File: src/rtl/seg_display_scan.sv
// Two-digit multiplexed seven-segment driver with per-frame shadow capture.
// Optional lamp test input enabled by defining SEG_LAMP_TEST_EN.
module seg_display_scan #(
  parameter int REFRESH_DIV  = 50000,
  parameter int BLANK_CYCLES = 500
) (
  input  logic       clk,
  input  logic       reset,
  input  logic [7:0] seg0_in,
  input  logic [7:0] seg1_in,
`ifdef SEG_LAMP_TEST_EN
  input  logic       lamp_test,
`endif
  output logic [7:0] seg,
  output logic [3:0] an,
  output logic       frame_tick
);

  typedef enum logic {
    BLANK,
    SHOW
  } state_t;

  localparam logic [15:0] LAST = 16'(REFRESH_DIV - 1);
  localparam logic [15:0] BLAST =
    16'((BLANK_CYCLES > 0) ? BLANK_CYCLES - 1 : 0);
  localparam bit HAS_BLANK = (BLANK_CYCLES > 0);

  logic [15:0] cnt;
  logic        digit;
  state_t      state;
  logic [7:0]  sh0;
  logic [7:0]  sh1;
  logic        frame0;
  logic        wrap;
  logic        lamp;
  logic [7:0]  pat;

  assign frame0 = !digit && (cnt == '0);
  assign wrap   = (cnt == LAST);

`ifdef SEG_LAMP_TEST_EN
  assign lamp = lamp_test;
`else
  assign lamp = 1'b0;
`endif

  // Bypass the shadow on the capture edge so a zero-blank slot
  // shows the freshly captured digit-0 pattern immediately.
  assign pat = digit ? sh1 : (frame0 ? seg0_in : sh0);

  always_ff @(posedge clk or negedge reset) begin
    if (!reset) begin
      cnt        <= '0;
      digit      <= 1'b0;
      sh0        <= 8'hFF;
      sh1        <= 8'hFF;
      seg        <= 8'hFF;
      an         <= 4'b1111;
      frame_tick <= 1'b0;
      if (HAS_BLANK) state <= BLANK;
      else           state <= SHOW;
    end else begin
      frame_tick <= frame0;
      if (frame0) begin
        sh0 <= seg0_in;
        sh1 <= seg1_in;
      end
      cnt <= wrap ? '0 : cnt + 16'd1;
      if (wrap) digit <= !digit;
      unique case (state)
        BLANK: begin
          an  <= 4'b1111;
          seg <= 8'hFF;
          if (cnt == BLAST) state <= SHOW;
        end
        SHOW: begin
          an  <= digit ? 4'b1101 : 4'b1110;
          seg <= lamp ? 8'h00 : pat;
          if (wrap) begin
            if (HAS_BLANK) state <= BLANK;
            else           state <= SHOW;
          end
        end
      endcase
    end
  end

endmodule

File: config.mk
export PLATFORM = sky130hd
export DESIGN_NAME = seg_display_scan
export DESIGN_NICKNAME = d
export VERILOG_FILES = /design/src/rtl/seg_display_scan.sv
export SDC_FILE = /design/constraint.sdc
export NUM_CORES = 1
export LEC_CHECK = 0
export ABC_AREA = 0
export CORE_ASPECT_RATIO = 0.5
export CORE_MARGIN = 2
export CORE_UTILIZATION = 56
export DETAILED_ROUTE_END_ITERATION = 16
export PLACE_DENSITY = 0.89
export SETUP_SLACK_MARGIN = 0.05
export SYNTH_ARGS = -nofsm -noshare
export SYNTH_HDL_FRONTEND = slang
export SYNTH_SLANG_ARGS = --single-unit
File: constraint.sdc
create_clock -name clk -period 7 [get_ports clk]
set_clock_uncertainty 0.2 [all_clocks]
set_input_delay 1.05 -clock clk [delete_from_list [all_inputs] [get_ports clk]]
set_output_delay 1.05 -clock clk [all_outputs]
set_load 0.01 [all_outputs]
# Yosys cells after proc, flatten, opt, wreduce, memory -nomap -nowiden
# Cells that the tools add are included.
# totals
out_inout_bits	13
word_cells	24
ff_bits	47
input_bits	18
# classes
n_addsub	1
n_bitwise	1
reduce_logical	3
mux	9
n_eq_ne	2
# ops
operator	n
$add A16 B1 Y16 const B	1
$eq A16 B16 Y1 const B	1
$eq A16 B9 Y1 const B	1
$logic_not A16 Y1	1
$mux W16	1
$mux W8	2
$pmux W8 S2	1
$pmux W4 S2	1
$mux W1	2
$mux W2	1
$pmux W1 S2	1
$logic_and A1 B1 Y1	1
$logic_not A1 Y1	1
$not A1 Y1	1

# Depth between registers and ports, before layout
# logic_depth
ltp_word	5
mapped_depth	7
depth_no_buf	6

# Least setup slack after synthesis
# OpenSTA, ideal clock, no wires.
# synth_path
path_kind	flip-flop to flip-flop
from	reg cnt[10]
to	reg sh1[0]
arrival_ps	1951
path_slack_ps	4767
required_ps	6718
setup_time_ps	82
stages_incl_launch_ff	5
period_less_slack_ps	2233
n_path_buf	0
path_cell_list	dfrtp_1 -> or2_1 -> or4_4 -> nor4_4 -> mux2_2
# synth_between
elab_chain_len	2
# synth_rtl
element	line_no	text
start: declaration	29	logic [15:0] cnt;
start signal: assignment	69	cnt <= wrap ? '0 : cnt + 16'd1;
$logic_not A16 Y1	39	assign frame0 = !digit && (cnt == '0);
$logic_and A1 B1 Y1	39	
end signal: assignment	67	sh1 <= seg1_in;
end: declaration	33	logic [7:0] sh1;
# No other way between the ends.
# A chain may end at the register's enable or synchronous reset.

# Worst setup path in the final report
# layout_path
from	reg seg[6]
to	out seg[6]
# layout_rtl
element	line_no	text
start: declaration	14	output logic [7:0] seg,
start signal: assignment	79	seg <= lamp ? 8'h00 : pat;
# No word-level cell between the ends.

==> qor.txt <==
Clock Sinks: 45
half-perimeter wire length after detailed placement: 2.57 mm
IR drop worst, VDD: 0.0000766 V
number of CTS-inserted buffers: 5
# Max-Cap Violations: 0
CTS tree: built
final setup fails: 0
setup repair after global routing missed its margin: no
postcts setup bufs: 0
gate count after technology mapping: 172
Critical Path Max Stage Delay: 0.55 ns
final weighted congestion in routability-driven placement: 0.883
WS Path Type: reg -> out
net count reported at finish: 223
Port Buffer Count: 28
starting utilization of the core area: 0.578
share of the synthesized area in the top cell type: 0.348
vias in the first global route: 1418
die outline area: 4020 um2
post-CTS resize count: 0
number of search-and-repair iterations in the first detailed-routing pass: 4
residual overflow from global routing: 0
remaining antenna violation count after routing: 0
maximum number of pins on one net before global-route repair: 46
cells along the critical path: clkdlybuf4s50_1
worst min path class: reg -> reg
setup TNS: 0 ns
H-tree levels: 2
Post-Syn Area per Cell: 11.4 um2
relative slew slack: 0.370
cts hold-fix bufs: 0
highest clock frequency the design can meet: 0.379 GHz
area of the mapped netlist: 1960 um2
via count: 1437
post-placement cell count: 247
startpoint class of the critical path: register
crit-path max FO: 1
final standard cell area without fillers: 2380 um2
proportion of synthesized flip-flops having asynchronous set or reset: 1.00
wire per inst: 15.1 um
fraction of final layout cells sized beyond drive strength 1: 0.240
cell type group with the largest total delay on the critical path: buffers and inverters
most area-consuming cells after synthesis: sky130_fd_sc_hd__dfstp_2, sky130_fd_sc_hd__dfrtp_1, sky130_fd_sc_hd__mux2_2
final critical-path required period: 2.64 ns
initial DRC count: 86
run status: completed
Final Routed Wirelength: 3.86 mm
floorplan core area: 3400 um2
share of the core filled with cells in the final layout: 0.702
overall global routing resource usage: 0.219
arrival time at the worst endpoint: 1.39 ns
CTS max path bufs: 2
hold violation count in the final report: 0
antenna violations before repair: 0
endpoint class of the critical path: primary output
number of enable flip-flop cells after synthesis: 0
ratio of routed vias to standard cells: 5.64
transition time at the pin with the least slew margin: 0.945 ns
horizontal die dimension: 87.7 um
worst path buffer plus inverter count: 1
critical-path cell with the highest stage delay: sky130_fd_sc_hd__clkdlybuf4s50_1
y dimension of the die: 45.9 um
post-route fraction of the period consumed by the critical path: 0.377
share of the yosys chip area belonging to registers: 0.591
clk slew on worst S/H paths: 0.09 ns
# IOs: 31
Layout Area Growth over Synthesis: 21.5%
site row count: 15
#FFs+latches synth: 45
Top FF cell, synth: sky130_fd_sc_hd__dfstp_2
wire length of the first global-routing pass: 6.46 mm
cell area after placement: 2280 um2
DRC errors left: 0
count of yosys warnings during synthesis: 0
Pwr Density: 198 nW/um2
number of distinct library cells after synthesis: 33
number of slew-limit violations in the final report: 0
worst skew pair latency: 0.30 ns
Req. time, crit path: 5.75 ns
Leak Pwr: 0.988 nW
Finished Layout Cells: 255
Yosys top cell by area: sky130_fd_sc_hd__dfstp_2
Root Driver: sky130_fd_sc_hd__clkbuf_8
Antenna diodes: 0
==> synth_stat cells (all sizes together), types with 3 or more instances <==
library cell	n
dfstp	26
nor2	20
dfrtp	19
nand2	14
nand3	12
xnor2	9
a31oi	8
mux2	8
o21ai	8
inv	6
nor3	6
nand4	5
xor2	5
buf	4
nor4	3
==> report_power, final <==
group          leakage [nW]  internal, mW  switching (mW)
Clock                0.0536        0.0929          0.0886
Combinational         0.410        0.0105         0.00939
Sequential            0.525         0.269         0.00194
==> cells by family (layout without fill, tap and decap cells) <==
| logic type | count (synthesis) | in the layout | share of synthesized area |
|---|---|---|---|
| compound gates | 18 | 18 | 0.0529 |
| flops | 45 | 45 | 0.591 |
| simple gates | 71 | 71 | 0.199 |
| fa+ha+maj | 2 | 2 | 0.0128 |
| xor+xnor | 14 | 14 | 0.0625 |
| mux | 9 | 9 | 0.0510 |
| buf+inv | 12 | 43 | 0.0293 |
| other cells | 1 | 2 | 0.00191 |
==> metrics by stage <==
stage,power [mW],setup slack [ns],hold WS [ns]
after global placement,0.294,4.53,0.277
after detailed placement,0.295,4.44,0.289
after CTS,0.474,4.36,0.299
final,0.472,4.36,0.297
after global routing,0.487,4.32,0.316
after floorplan,0.280,4.77,0.264
==> registers in the layout, summed over array words and instances (netlist names) <==
| signal | cells |
|---|---|
| cnt | 16 |
| digit | 1 |
| an | 2 |
| sh1 | 8 |
| sh0 | 8 |
| frame_tick | 1 |
| state | 1 |
| seg | 8 |
==> final timing paths <==
kind,start,end,slack [ns],depth (start not counted)
min reg2reg,state,state,0.30,1
max in group asynchronous,reset,cnt[10],5.32,1
min in group asynchronous,reset,cnt[2],0.70,1
min,state,state,0.30,1
max reg2reg,cnt[10],sh1[1],4.42,4
max,seg[6],seg[6],4.36,1
==> final cells by class <==
type / count / area, um2
Clock inverter: 1 / 8.76
Sequential cell: 45 / 1160
Clock buffer: 7 / 97.6
Timing Repair Buffer: 29 / 283
Inverter: 6 / 22.5
Tap cell: 51 / 63.8
Multi-Input combinational cell: 116 / 749
Fill cell: 240 / 1010
==> layout by cell type (no fill, tap or decap), drive strengths merged <==
cell and n:
nor2b 2, ha 2, mux2 8, a31oi 8
mux2i 1, a21oi 1, nand4 5, or3 2
a31o 1, or4b 2, xor2 5, nor4 3
nand2 14, nor3 6, xnor2 9, buf 2
nor4b 1, or4 2, conb 2, nand3 12
o21ai 8, inv 6, dfrtp 19, clkbuf 7
nor2 20, and4 1, dfstp 26, clkdlybuf4s50 27
clkinv 1, or2 1
==> layer usage <==
layer,track usage,share of wire
met5,0,0
met4,0.114,0.025
met3,0.0453,0.045
met2,0.377,0.50
met1,0.267,0.43
No activity file was read; power rests on OpenSTA's default activity.
